### config.mk
export PLATFORM = sky130hd
export DESIGN_NAME = input_port_vc_controller
export DESIGN_NICKNAME = d
export VERILOG_FILES = /design/src/rtl/input_port_vc_controller.sv
export SDC_FILE = /design/constraint.sdc
export NUM_CORES = 1
export LEC_CHECK = 0
export BUFFER_PORTS_ARGS = -buffer_cell sky130_fd_sc_hd__buf_2
export CAP_MARGIN = 15
export CORE_ASPECT_RATIO = 2
export CORE_MARGIN = 1
export CORE_UTILIZATION = 30
export CTS_CLUSTER_SIZE = 12
export DETAILED_ROUTE_END_ITERATION = 8
export PLACE_DENSITY = 0.41
export SLEW_MARGIN = 10
export SYNTH_ARGS = -nofsm -noshare
export SYNTH_HDL_FRONTEND = slang
export SYNTH_SLANG_ARGS = --single-unit
### constraint.sdc
create_clock -name clk -period 4.7 [get_ports clk]
set_clock_uncertainty 0.15 [all_clocks]
set_input_delay 0 -clock clk [delete_from_list [all_inputs] [get_ports clk]]
set_output_delay 0 -clock clk [all_outputs]
set_load 0.005 [all_outputs]
### src/rtl/input_port_vc_controller.sv
// input_port_vc_controller: one router input port with per-VC circular flit buffers and XY route
//    computation. Each VC runs IDLE -> RC -> VA -> SA and then requests switch slots until its tail leaves.
// Ports: clk/rst (synchronous, active-low); data_i/valid_flit_i incoming flits; on_off_o/idle_o per-VC status;
//    vc_request_o/out_port_o/vc_valid_i/vc_new_i VC allocation; switch_request_o/sa_grant_i switch allocation;
//    flit_o/valid_flit_o departing flit, one cycle after its grant; error_o registered protocol-violation pulse.
module input_port_vc_controller #(
   parameter int  VC_NUM      = 2,
   parameter int  BUFFER_SIZE = 8,
   parameter int  X_CURRENT   = 0,
   parameter int  Y_CURRENT   = 0,
   parameter int  COORD_W     = 2,
   parameter int  PAYLOAD_W   = 16,
   localparam int VC_SIZE     = (VC_NUM > 1) ? $clog2(VC_NUM) : 1,
   localparam int FLIT_W      = 2 + VC_SIZE + 2*COORD_W + PAYLOAD_W
) (
   input  logic                           clk,
   input  logic                           rst,
   input  logic [FLIT_W-1:0]              data_i,
   input  logic                           valid_flit_i,
   output logic [VC_NUM-1:0]              on_off_o,
   output logic [VC_NUM-1:0]              idle_o,
   output logic [VC_NUM-1:0]              vc_request_o,
   output logic [VC_NUM-1:0][2:0]         out_port_o,
   input  logic [VC_NUM-1:0]              vc_valid_i,
   input  logic [VC_NUM-1:0][VC_SIZE-1:0] vc_new_i,
   output logic [VC_NUM-1:0]              switch_request_o,
   input  logic [VC_NUM-1:0]              sa_grant_i,
   output logic [FLIT_W-1:0]              flit_o,
   output logic                           valid_flit_o,
   output logic                           error_o
);
   localparam int PTR_W  = $clog2(BUFFER_SIZE);
   localparam int CNT_W  = PTR_W + 1;
   localparam int DY_LSB = PAYLOAD_W;
   localparam int DX_LSB = PAYLOAD_W + COORD_W;
   localparam int VC_LSB = PAYLOAD_W + 2*COORD_W;
   localparam int TY_LSB = VC_LSB + VC_SIZE;

   localparam logic [2:0] P_LOCAL = 3'd0;
   localparam logic [2:0] P_NORTH = 3'd1;
   localparam logic [2:0] P_SOUTH = 3'd2;
   localparam logic [2:0] P_WEST  = 3'd3;
   localparam logic [2:0] P_EAST  = 3'd4;

   typedef enum logic [1:0] {IDLE, RC, VA, SA} state_t;

   logic [FLIT_W-1:0]  mem [VC_NUM][BUFFER_SIZE];
   logic [PTR_W-1:0]   rd_ptr [VC_NUM];
   logic [PTR_W-1:0]   wr_ptr [VC_NUM];
   logic [CNT_W-1:0]   count [VC_NUM];
   state_t             state_q [VC_NUM];
   state_t             state_d [VC_NUM];
   logic [VC_SIZE-1:0] vc_new_q [VC_NUM];

   logic [FLIT_W-1:0]  front [VC_NUM];
   logic [FLIT_W-1:0]  front_out [VC_NUM];
   logic [2:0]         route [VC_NUM];
   logic [VC_NUM-1:0]  sel, push, pop;
   logic [VC_SIZE-1:0] wr_vc;
   logic [1:0]         wr_type;
   logic               wr_head, wr_vc_ok, multi_grant, err_d;
   int                 wr_vc_int, dx, dy;

   always_comb begin
      wr_vc       = data_i[VC_LSB +: VC_SIZE];
      wr_type     = data_i[TY_LSB +: 2];
      wr_head     = (wr_type == 2'b00) || (wr_type == 2'b11);
      wr_vc_int   = 32'(wr_vc);
      wr_vc_ok    = wr_vc_int < VC_NUM;
      multi_grant = $countones(sa_grant_i) > 1;
      err_d       = (valid_flit_i && !wr_vc_ok) || multi_grant;
      dx          = 0;
      dy          = 0;
      for (int v = 0; v < VC_NUM; v++) begin
         front[v]     = mem[v][rd_ptr[v]];
         front_out[v] = front[v];
         front_out[v][VC_LSB +: VC_SIZE] = vc_new_q[v];

         idle_o[v]           = (state_q[v] == IDLE) && (count[v] == '0);
         on_off_o[v]         = count[v] <= CNT_W'(BUFFER_SIZE - 2);
         vc_request_o[v]     = (state_q[v] == VA);
         switch_request_o[v] = (state_q[v] == SA) && (count[v] != '0);

         // A multi-bit grant is rejected as a whole, so no VC pops.
         pop[v]  = sa_grant_i[v] && switch_request_o[v] && !multi_grant;
         sel[v]  = valid_flit_i && wr_vc_ok && (wr_vc == VC_SIZE'(v));
         // A full buffer still accepts a write when the same edge frees a slot.
         push[v] = sel[v] && ((count[v] != CNT_W'(BUFFER_SIZE)) || pop[v]);

         if (sel[v] && !push[v])                          err_d = 1'b1;
         if (sa_grant_i[v] && !switch_request_o[v])       err_d = 1'b1;
         if (push[v] && wr_head && (state_q[v] != IDLE))  err_d = 1'b1;

         // Dimension-ordered XY routing from the flit at the buffer front.
         dx = 32'(front[v][DX_LSB +: COORD_W]);
         dy = 32'(front[v][DY_LSB +: COORD_W]);
         if (dx > X_CURRENT)      route[v] = P_EAST;
         else if (dx < X_CURRENT) route[v] = P_WEST;
         else if (dy > Y_CURRENT) route[v] = P_SOUTH;
         else if (dy < Y_CURRENT) route[v] = P_NORTH;
         else                     route[v] = P_LOCAL;
      end
   end

   always_comb begin
      for (int v = 0; v < VC_NUM; v++) begin
         state_d[v] = state_q[v];
         case (state_q[v])
            IDLE:    if (push[v] && wr_head) state_d[v] = RC;
            RC:      state_d[v] = VA;
            VA:      if (vc_valid_i[v]) state_d[v] = SA;
            // Type MSB set means TAIL or HEADTAIL: the packet ends with this pop.
            SA:      if (pop[v] && front[v][TY_LSB+1]) state_d[v] = IDLE;
            default: state_d[v] = IDLE;
         endcase
      end
   end

   always_ff @(posedge clk) begin
      if (!rst) begin
         for (int v = 0; v < VC_NUM; v++) begin
            state_q[v]    <= IDLE;
            rd_ptr[v]     <= '0;
            wr_ptr[v]     <= '0;
            count[v]      <= '0;
            out_port_o[v] <= '0;
            vc_new_q[v]   <= '0;
         end
         flit_o       <= '0;
         valid_flit_o <= 1'b0;
         error_o      <= 1'b0;
      end else begin
         error_o      <= err_d;
         valid_flit_o <= |pop;
         for (int v = 0; v < VC_NUM; v++) begin
            state_q[v] <= state_d[v];
            count[v]   <= count[v] + CNT_W'(push[v]) - CNT_W'(pop[v]);
            if (push[v]) wr_ptr[v] <= wr_ptr[v] + PTR_W'(1);
            if (pop[v]) begin
               rd_ptr[v] <= rd_ptr[v] + PTR_W'(1);
               flit_o    <= front_out[v];
            end
            if (state_q[v] == RC) out_port_o[v] <= route[v];
            if ((state_q[v] == VA) && vc_valid_i[v]) vc_new_q[v] <= vc_new_i[v];
         end
      end
   end

   // Storage needs no reset: emptiness is tracked by the pointers and count.
   always_ff @(posedge clk) begin
      for (int v = 0; v < VC_NUM; v++) begin
         if (rst && push[v]) mem[v][wr_ptr[v]] <= data_i;
      end
   end
endmodule
=== Word level (Yosys, flattened, before mapping) ===
Memory sizes are Yosys's and may differ from the RTL's.
Index checks and enable logic that the tools add are counted.
Widths: inputs -> output; s select.

* Flip-flop bits (word level): 31
* Bits of input ports: 32
* Logic and storage cells: 172
* Memories: 6
* Output and inout bits: 39
* RAM bits: 394

{| class="wikitable"
|+ Memory list
! memory !! depth !! width !! rd ports !! clocked after memory_dff !! wr ports !! RTL line !! source
|-
| mem || 2 || 184 || 2 || 0 || 1 || 47 || <nowiki>logic [FLIT_W-1:0] mem [VC_NUM][BUFFER_SIZE];</nowiki>
|-
| count || 2 || 4 || 2 || 0 || 2 || 50 || <nowiki>logic [CNT_W-1:0] count [VC_NUM];</nowiki>
|-
| rd_ptr || 2 || 3 || 2 || 0 || 2 || 48 || <nowiki>logic [PTR_W-1:0] rd_ptr [VC_NUM];</nowiki>
|-
| wr_ptr || 2 || 3 || 2 || 0 || 2 || 49 || <nowiki>logic [PTR_W-1:0] wr_ptr [VC_NUM];</nowiki>
|-
| state_q || 2 || 2 || 2 || 0 || 2 || 51 || <nowiki>state_t state_q [VC_NUM];</nowiki>
|-
| vc_new_q || 2 || 1 || 2 || 0 || 2 || 53 || <nowiki>logic [VC_SIZE-1:0] vc_new_q [VC_NUM];</nowiki>
|}

* Bitwise gates (word level): 15
* Add/subtract/negate cells: 9
* Magnitude comparators: 13
* Mux-type cells: 67
* Equal/unequal tests: 9
* Reduce and logical (&&, ||, !) cells: 48

{| class="wikitable"
|+ Operators with widths
! operator !! count
|-
| $mux 184 || 4
|-
| $mux 23 || 8
|-
| $reduce_or 184->1 || 1
|-
| $bmux 23 s3 || 2
|-
| $demux 23 s3 || 2
|-
| $mux 1 || 31
|-
| $logic_and 1x1->1 || 28
|-
| $mux 2 || 10
|-
| $mux 3 || 6
|-
| $ge 4x4->1 const B || 4
|-
| $not 3->4 || 4
|-
| $pmux 2 s4 || 2
|-
| $add 3x1->3 const B || 4
|-
| $eq 2x2->1 const B || 5
|-
| $gt 2x1->1 const B || 5
|-
| $or 1x1->1 || 10
|-
| $add 4x1->4 || 2
|-
| $le 4x3->1 const B || 2
|-
| $logic_not 4->1 || 2
|-
| $lt 4x1->1 const B || 2
|-
| $mux 4 || 2
|-
| $ne 4x4->1 const B || 2
|-
| $reduce_bool 4->1 || 2
|-
| $sub 4x1->4 || 2
|-
| other kinds (8) || 19
|}

=== Depth between registers and ports, before layout ===
Gate-level depths: netlist (run 1).
An unclocked memory read counts as a cell.

* Depth after elaboration: 15
* Gate-level depth with buffers: 14
* Mapped depth without buffers: 12

=== Worst setup path after synthesis (run 1) ===
OpenSTA, ideal clock, no wires.

* Path kind: reg-to-reg
* From: mem count[0][6] (netlist bit)
* To: mem mem[0][299] (netlist bit), enable pin
* Stages on the path, launching flop included: 6
* Setup time: 0.457 ns
* Buffers on the path: 0
* Required time: 4.093 ns
* Setup slack: 0.834 ns
* Data arrival time: 3.259 ns
* Clock period less this slack: 3.866 ns
* Cell sequence: dfxtp_1 -> inv_1 -> ha_1 -> nand4bb_1 -> a21o_1 -> nor4_1

{| class="wikitable"
|+ RTL lines
! what !! RTL line
|-
| from (decl) || 50
|-
| to (decl) || 47
|}

==> flow_metrics.env, run 1 <==
export IMPL_outcome="finished, violations left"
export IMPL_violations="design-rule violations"
export IMPL_synthSimpleGateAreaFrac=0.0337
export IMPL_path_buf_inv=1
export IMPL_fmax_mhz=322
export IMPL_clkPwrFrac=0.391
export IMPL_clk_latency_ps=550
export IMPL_r2r_end="mem[0][132]"
export IMPL_cts_buffers=41
export IMPL_synth_area_per_cell_um2=19.3
export IMPL_ir_drop_mv=0.205
export IMPL_worstSetupPathType="register to register"
export IMPL_area_growth_pct=17.3
export IMPL_dpl_hpwl_um=26100
export IMPL_post_cts_buffers=0
export IMPL_first_pass_iters=6
export IMPL_layout_setup_ws_ps=1600
export IMPL_antennaDiodeCount=0
export IMPL_setup_viol=0
export IMPL_power_frac_seq=0.522
export IMPL_post_place_ws_ps=1560
export IMPL_r2r_start="count[0][3]"
export IMPL_layout_drive_gt1_share=0.261
export IMPL_critPathRequiredTime_ps=4710
export IMPL_p_int_mw=6.08
export IMPL_grt_usage=0.155
export IMPL_post_cts_resized=0
export IMPL_synth_top_family_by_area="multiplexers"
export IMPL_wirelength_um=41300
export IMPL_holdPathStages=4
export IMPL_tns_ps=0
export IMPL_num_vias=8129
export IMPL_timing_reg2reg_setup_slack_ps=1600
export IMPL_yosys_area_top_type_share=0.678
export IMPL_yosysTopAreaCell="edfxtp_1"
export IMPL_synth_distinct_cells=54
export IMPL_drc=7
export IMPL_clk_pin_slew_worst_paths_ps=60
export IMPL_synth_most_common_cell="edfxtp_1"
export IMPL_place_congestion=0.743
export IMPL_cp_end_kind="register"
export IMPL_path_cells="inv_1, ha_1, nand4bb_1, a31oi_1, nand3b_1, nor2_4"
export IMPL_synth_common_cells="366 x edfxtp_1, 79 x mux4_2, 45 x nor2_1"
export IMPL_clockBufferDepth=3
export IMPL_cts_tree="done"
export IMPL_grt_max_degree=46
export IMPL_dieArea_um2=55000
export IMPL_antenna_found_initial=0
export IMPL_drtAntennaViolNets=0
export IMPL_synth_edf_count=366
export IMPL_p_per_area_nw_per_um2=415
export IMPL_fin_nets=1033
export IMPL_grt_setup_unrepaired="no"
export IMPL_crit_slowest_cell="nor2_4"
export IMPL_clock_sinks=407
export IMPL_slew_limit_headroom=0.304
export IMPL_rows=120
export IMPL_initialDrtViolationCount=405
export IMPL_synthMuxAreaShare=0.154
export IMPL_rr_worst_depth=6
export IMPL_via_per_inst=4.85
export IMPL_port_buffers=68
export IMPL_critical_path_top_delay_family="simple AND/OR/NAND/NOR gates"
export IMPL_die_h_um=331
export IMPL_grt_pass1_wl_um=60200
export IMPL_gr_total_overflow=0
export IMPL_finalMaxSlewViolations=0
export IMPL_critPathMaxStageDelay_ps=850
export IMPL_ys_seq_area_frac=0.729
export IMPL_die_w_um=166
export IMPL_hold_class="primary input to register"
export IMPL_coreArea_um2=53500
export IMPL_p_leak_nw=6.29
export IMPL_wire_per_inst_um=24.6
export IMPL_synth_fa_ha_area_frac=0.0241
export IMPL_cts_root_buffer="clkbuf_16"
export IMPL_min_delay_worst_endpoint="vc_new_q[0][1]"
export IMPL_synthXorXnorAreaFrac=0.00486
export IMPL_yosys_top_cells_area="edfxtp_1 68%, mux4_2 11%, dfxtp_1 5.1%, ha_1 2.2%, mux2i_1 2.0%"
export IMPL_cp_start_kind="register"
export IMPL_period_minus_slack_ps=3100
export IMPL_hp_start="vc_valid_i[1]"
export IMPL_ys_ff_latch=407
export IMPL_synthArstFlopShare=0
export IMPL_synth_ff_type="edfxtp_1"
export IMPL_path_max_fanout=22
export IMPL_hold_viol=0
export IMPL_io_pins=71
export IMPL_p_sw_mw=1.80
export IMPL_path_depth=6
export IMPL_max_cap_violations=0
export IMPL_htree_levels=2
export IMPL_period_share=0.660
export IMPL_syn_area_um2=16200
export IMPL_syn_inst=838
export IMPL_synth_compound_area_frac=0.0314
export IMPL_worstMarginPinSlew_ps=1040
export IMPL_yosysWarnings=0
export IMPL_arrival_ps=3110
export IMPL_initial_utilization=0.303
export IMPL_power_frac_comb=0.087
export IMPL_swShare=0.229
export IMPL_grt_pass1_vias=8812
-- repair_timing --
action,4_1_cts,5_1_grt
hold buffers,35,0
hold endpoints to repair,385,0
endpoints found under the setup margin,0,0
-- cell type report --
cell class                 instances  area (um^2)
sequential                       407        11800
timing repair buffer             129          886
clock inverter                     4         31.3
multi-input combinational        363         4130
inverter                          29          109
clock buffer                      72         1200
tap                              671          840
fill                            5037        34400
-- placed cells by master (no fill, tap or decap), types with 5 or more instances in the layout --
master | synthesis | routed
nor3_2 | 0 | 6
a211oi_1 | 21 | 21
o22ai_1 | 19 | 19
edfxtp_1 | 366 | 366
xnor2_1 | 6 | 6
mux2i_1 | 32 | 32
nor2_1 | 45 | 38
buf_4 | 5 | 26
a21oi_1 | 13 | 13
buf_2 | 12 | 68
dlygate4sd3_1 | 0 | 35
clkbuf_1 | 13 | 27
ha_1 | 28 | 28
mux4_1 | 8 | 8
nand2b_1 | 7 | 7
clkbuf_16 | 0 | 43
mux2_2 | 17 | 17
nor2_4 | 0 | 7
inv_1 | 28 | 28
mux4_2 | 79 | 79
nand3_1 | 5 | 5
nand2_1 | 23 | 23
and3_1 | 6 | 6
dfxtp_1 | 41 | 41
-- metal layers --
layer / part of all wire / GRT usage / wire length (um)
met1: 0.36 / 0.162 / 15000
met2: 0.57 / 0.304 / 23600
met3: 0.030 / 0.0219 / 1240
met4: 0.034 / 0.0674 / 1390
met5: 0 / 0 / 0
-- flip-flops by register name (all words and copies together) (netlist names) --
| signal | flops |
|---|---|
| out_port_o | 4 |
| count | 8 |
| flit_o | 23 |
| valid_flit_o | 1 |
| mem | 352 |
| vc_new_q | 2 |
| rd_ptr | 6 |
| state_q | 4 |
| error_o | 1 |
| wr_ptr | 6 |
-- how the worst max path moves through the flow --
| stage | slack, ps | endpoint | from |
|---|---|---|---|
| CTS | 1530 | mem[0][109] | count[0][3] |
| global route | 1350 | mem[0][127] | count[0][2] |
| finish | 1600 | mem[0][132] | count[0][3] |
| floorplan | 830 | mem[0][299] | count[0][6] |
| global placement | 1610 | mem[0][121] | count[0][2] |
| detailed placement | 1560 | mem[0][98] | count[0][3] |
-- power groups by stage --
stage	Combinational, mW	Sequential, mW	Clock [mW]
3_5_place_dp	0.682	4.19	0
4_1_cts	0.710	4.12	3.19
5_1_grt	0.764	4.13	3.31
6_report	0.686	4.12	3.08
3_3_place_gp	0.682	4.19	0
2_1_floorplan	0.425	4.17	0
-- cell families after synthesis --
group	count (synthesis)
flops	407
mux	136
simple gates	113
compound gates	73
buf+inv	69
fa+ha+maj	30
xor+xnor	9
other cells	1
-- through the flow --
step	cell area (um^2)	power (mW)	instances	util	hold WS (ps)
floorplan	16200	4.59	839	-	-51.1
global placement	17400	4.87	1564	0.326	173
detailed placement	17400	4.88	1564	0.326	171
CTS	19000	8.02	1675	0.356	179
global route	19000	8.20	1675	0.356	215
finish	19000	7.88	1675	0.356	206
-- worst min-delay path: stages --
cell and delay, ps:
dlygate4sd3_1 520, buf_2 100, nand2_1 80, nand2_1 80
No activity file was read; power rests on OpenSTA's default activity.
==> run 2, diff against run 1 <==
clock period = 3.1 ns   (was 4.7 ns; I/O delays follow)
==> flow_metrics.env, run 2 (synthesized netlist as in run 1, its figures left out) <==
export IMPL_cts_buffers=41
export IMPL_crit_slowest_cell="a31oi_1"
export IMPL_first_pass_iters=6
export IMPL_startpoint="count[0][2]"
export IMPL_path_max_fanout=11
export IMPL_fmax_mhz=374
export IMPL_layout_commonest_cell="edfxtp_1"
export IMPL_path_cells="inv_1, ha_1, nand4bb_1, a31oi_1, nand3_1, nor2_4, buf_4"
export IMPL_finalMaxSlewViolations=0
export IMPL_max_cap_violations=0
export IMPL_post_cts_buffers=0
export IMPL_grt_pass1_wl_um=63100
export IMPL_cts_root_buffer="clkbuf_16"
export IMPL_post_cts_resized=0
export IMPL_place_congestion=0.747
export IMPL_critPathMaxStageDelay_ps=400
export IMPL_dieArea_um2=55000
export IMPL_clk_latency_ps=550
export IMPL_initial_utilization=0.303
export IMPL_clockBufferDepth=3
export IMPL_grt_max_degree=46
export IMPL_slew_limit_headroom=0.580
export IMPL_holdBufCountCts=36
export IMPL_clk_pin_slew_worst_paths_ps=60
export IMPL_post_route_util=0.362
export IMPL_antenna_found_initial=1
export IMPL_drc=12
export IMPL_wire_per_inst_um=25.8
export IMPL_port_buffers=68
export IMPL_wirelength_um=43600
export IMPL_antennaDiodeCount=0
export IMPL_cp_end_kind="register"
export IMPL_worstMarginPinSlew_ps=629
export IMPL_grt_pass1_vias=8849
export IMPL_coreArea_um2=53500
export IMPL_period_share=0.863
export IMPL_worstSetupPathType="register to register"
export IMPL_tns_ps=0
export IMPL_cts_tree="done"
export IMPL_hold_class="primary input to register"
export IMPL_ir_drop_mv=0.377
export IMPL_layout_drive_gt1_share=0.276
export IMPL_initialDrtViolationCount=439
export IMPL_area_growth_pct=19.3
export IMPL_hold_viol=0
export IMPL_die_h_um=331
export IMPL_gr_total_overflow=0
export IMPL_layout_common_cells="366 x edfxtp_1, 79 x mux4_2, 68 x buf_2"
export IMPL_io_pins=71
export IMPL_via_per_inst=4.89
export IMPL_critPathRequiredTime_ps=3180
export IMPL_num_vias=8242
export IMPL_cp_start_kind="register"
export IMPL_hp_start="data_i[12]"
export IMPL_violations="design-rule violations"
export IMPL_largest_reg_flops=352
export IMPL_p_per_area_nw_per_um2=618
export IMPL_setup_viol=0
export IMPL_clock_sinks=407
export IMPL_outcome="finished, violations left"
export IMPL_drtAntennaViolNets=0
export IMPL_die_w_um=166
export IMPL_hold_ws_ps=238
export IMPL_fin_nets=1051
export IMPL_p_leak_nw=6.43
export IMPL_dpl_hpwl_um=27800
export IMPL_htree_levels=2
export IMPL_grt_setup_unrepaired="no"
export IMPL_r2r_start="count[0][2]"
export IMPL_period_minus_slack_ps=2670
export IMPL_grt_usage=0.163
export IMPL_arrival_ps=2750
export IMPL_rows=120
-- run 2: routing by layer --
metal / wire length [um] / GRT usage
met5: 0 / 0
met4: 1580 / 0.0692
met3: 1530 / 0.0211
met2: 24100 / 0.311
met1: 16400 / 0.182
-- run 2: layout make-up --
type / count / area (um^2)
Tap cell: 671 / 840
Sequential cell: 407 / 11800
Timing Repair Buffer: 147 / 1210
Multi-Input combinational cell: 363 / 4170
Fill cell: 5038 / 34100
Clock inverter: 8 / 41.3
Clock buffer: 62 / 1160
Inverter: 29 / 109
-- run 2: critical path, delay by kind of cell, from the launching register on --
family | cells | cell delay [ps]
compound gates | 1 | 400
fa+ha+maj | 1 | 240
buf+inv | 2 | 360
flops | 1 | 330
simple gates | 3 | 860
-- run 2: path summary, 6_finish.rpt --
kind | to | slack, ps | cells past startpoint
max | mem[0][58] | 430 | 7
max reg2reg | mem[0][58] | 430 | 7
min | mem[0][196] | 240 | 2
min reg2reg | flit_o[22] | 350 | 2
-- run 2: where the power goes --
| part | leakage [nW] | switching [mW] | total, mW | internal, mW |
|---|---|---|---|---|
| sequential | 3.65 | 0.104 | 6.24 | 6.13 |
| clock | 0.586 | 2.05 | 4.62 | 2.57 |
| combinational | 2.19 | 0.626 | 1.10 | 0.470 |
-- run 2: per-stage QoR --
stage	power (mW)	worst slack [ps]	instance area, um^2	std cells
floorplan	6.97	-766	16200	839
global placement	7.44	478	17800	1581
detailed placement	7.44	425	17800	1581
CTS	12.1	407	19300	1687
global route	12.4	264	19300	1687
finish	12.0	426	19300	1687
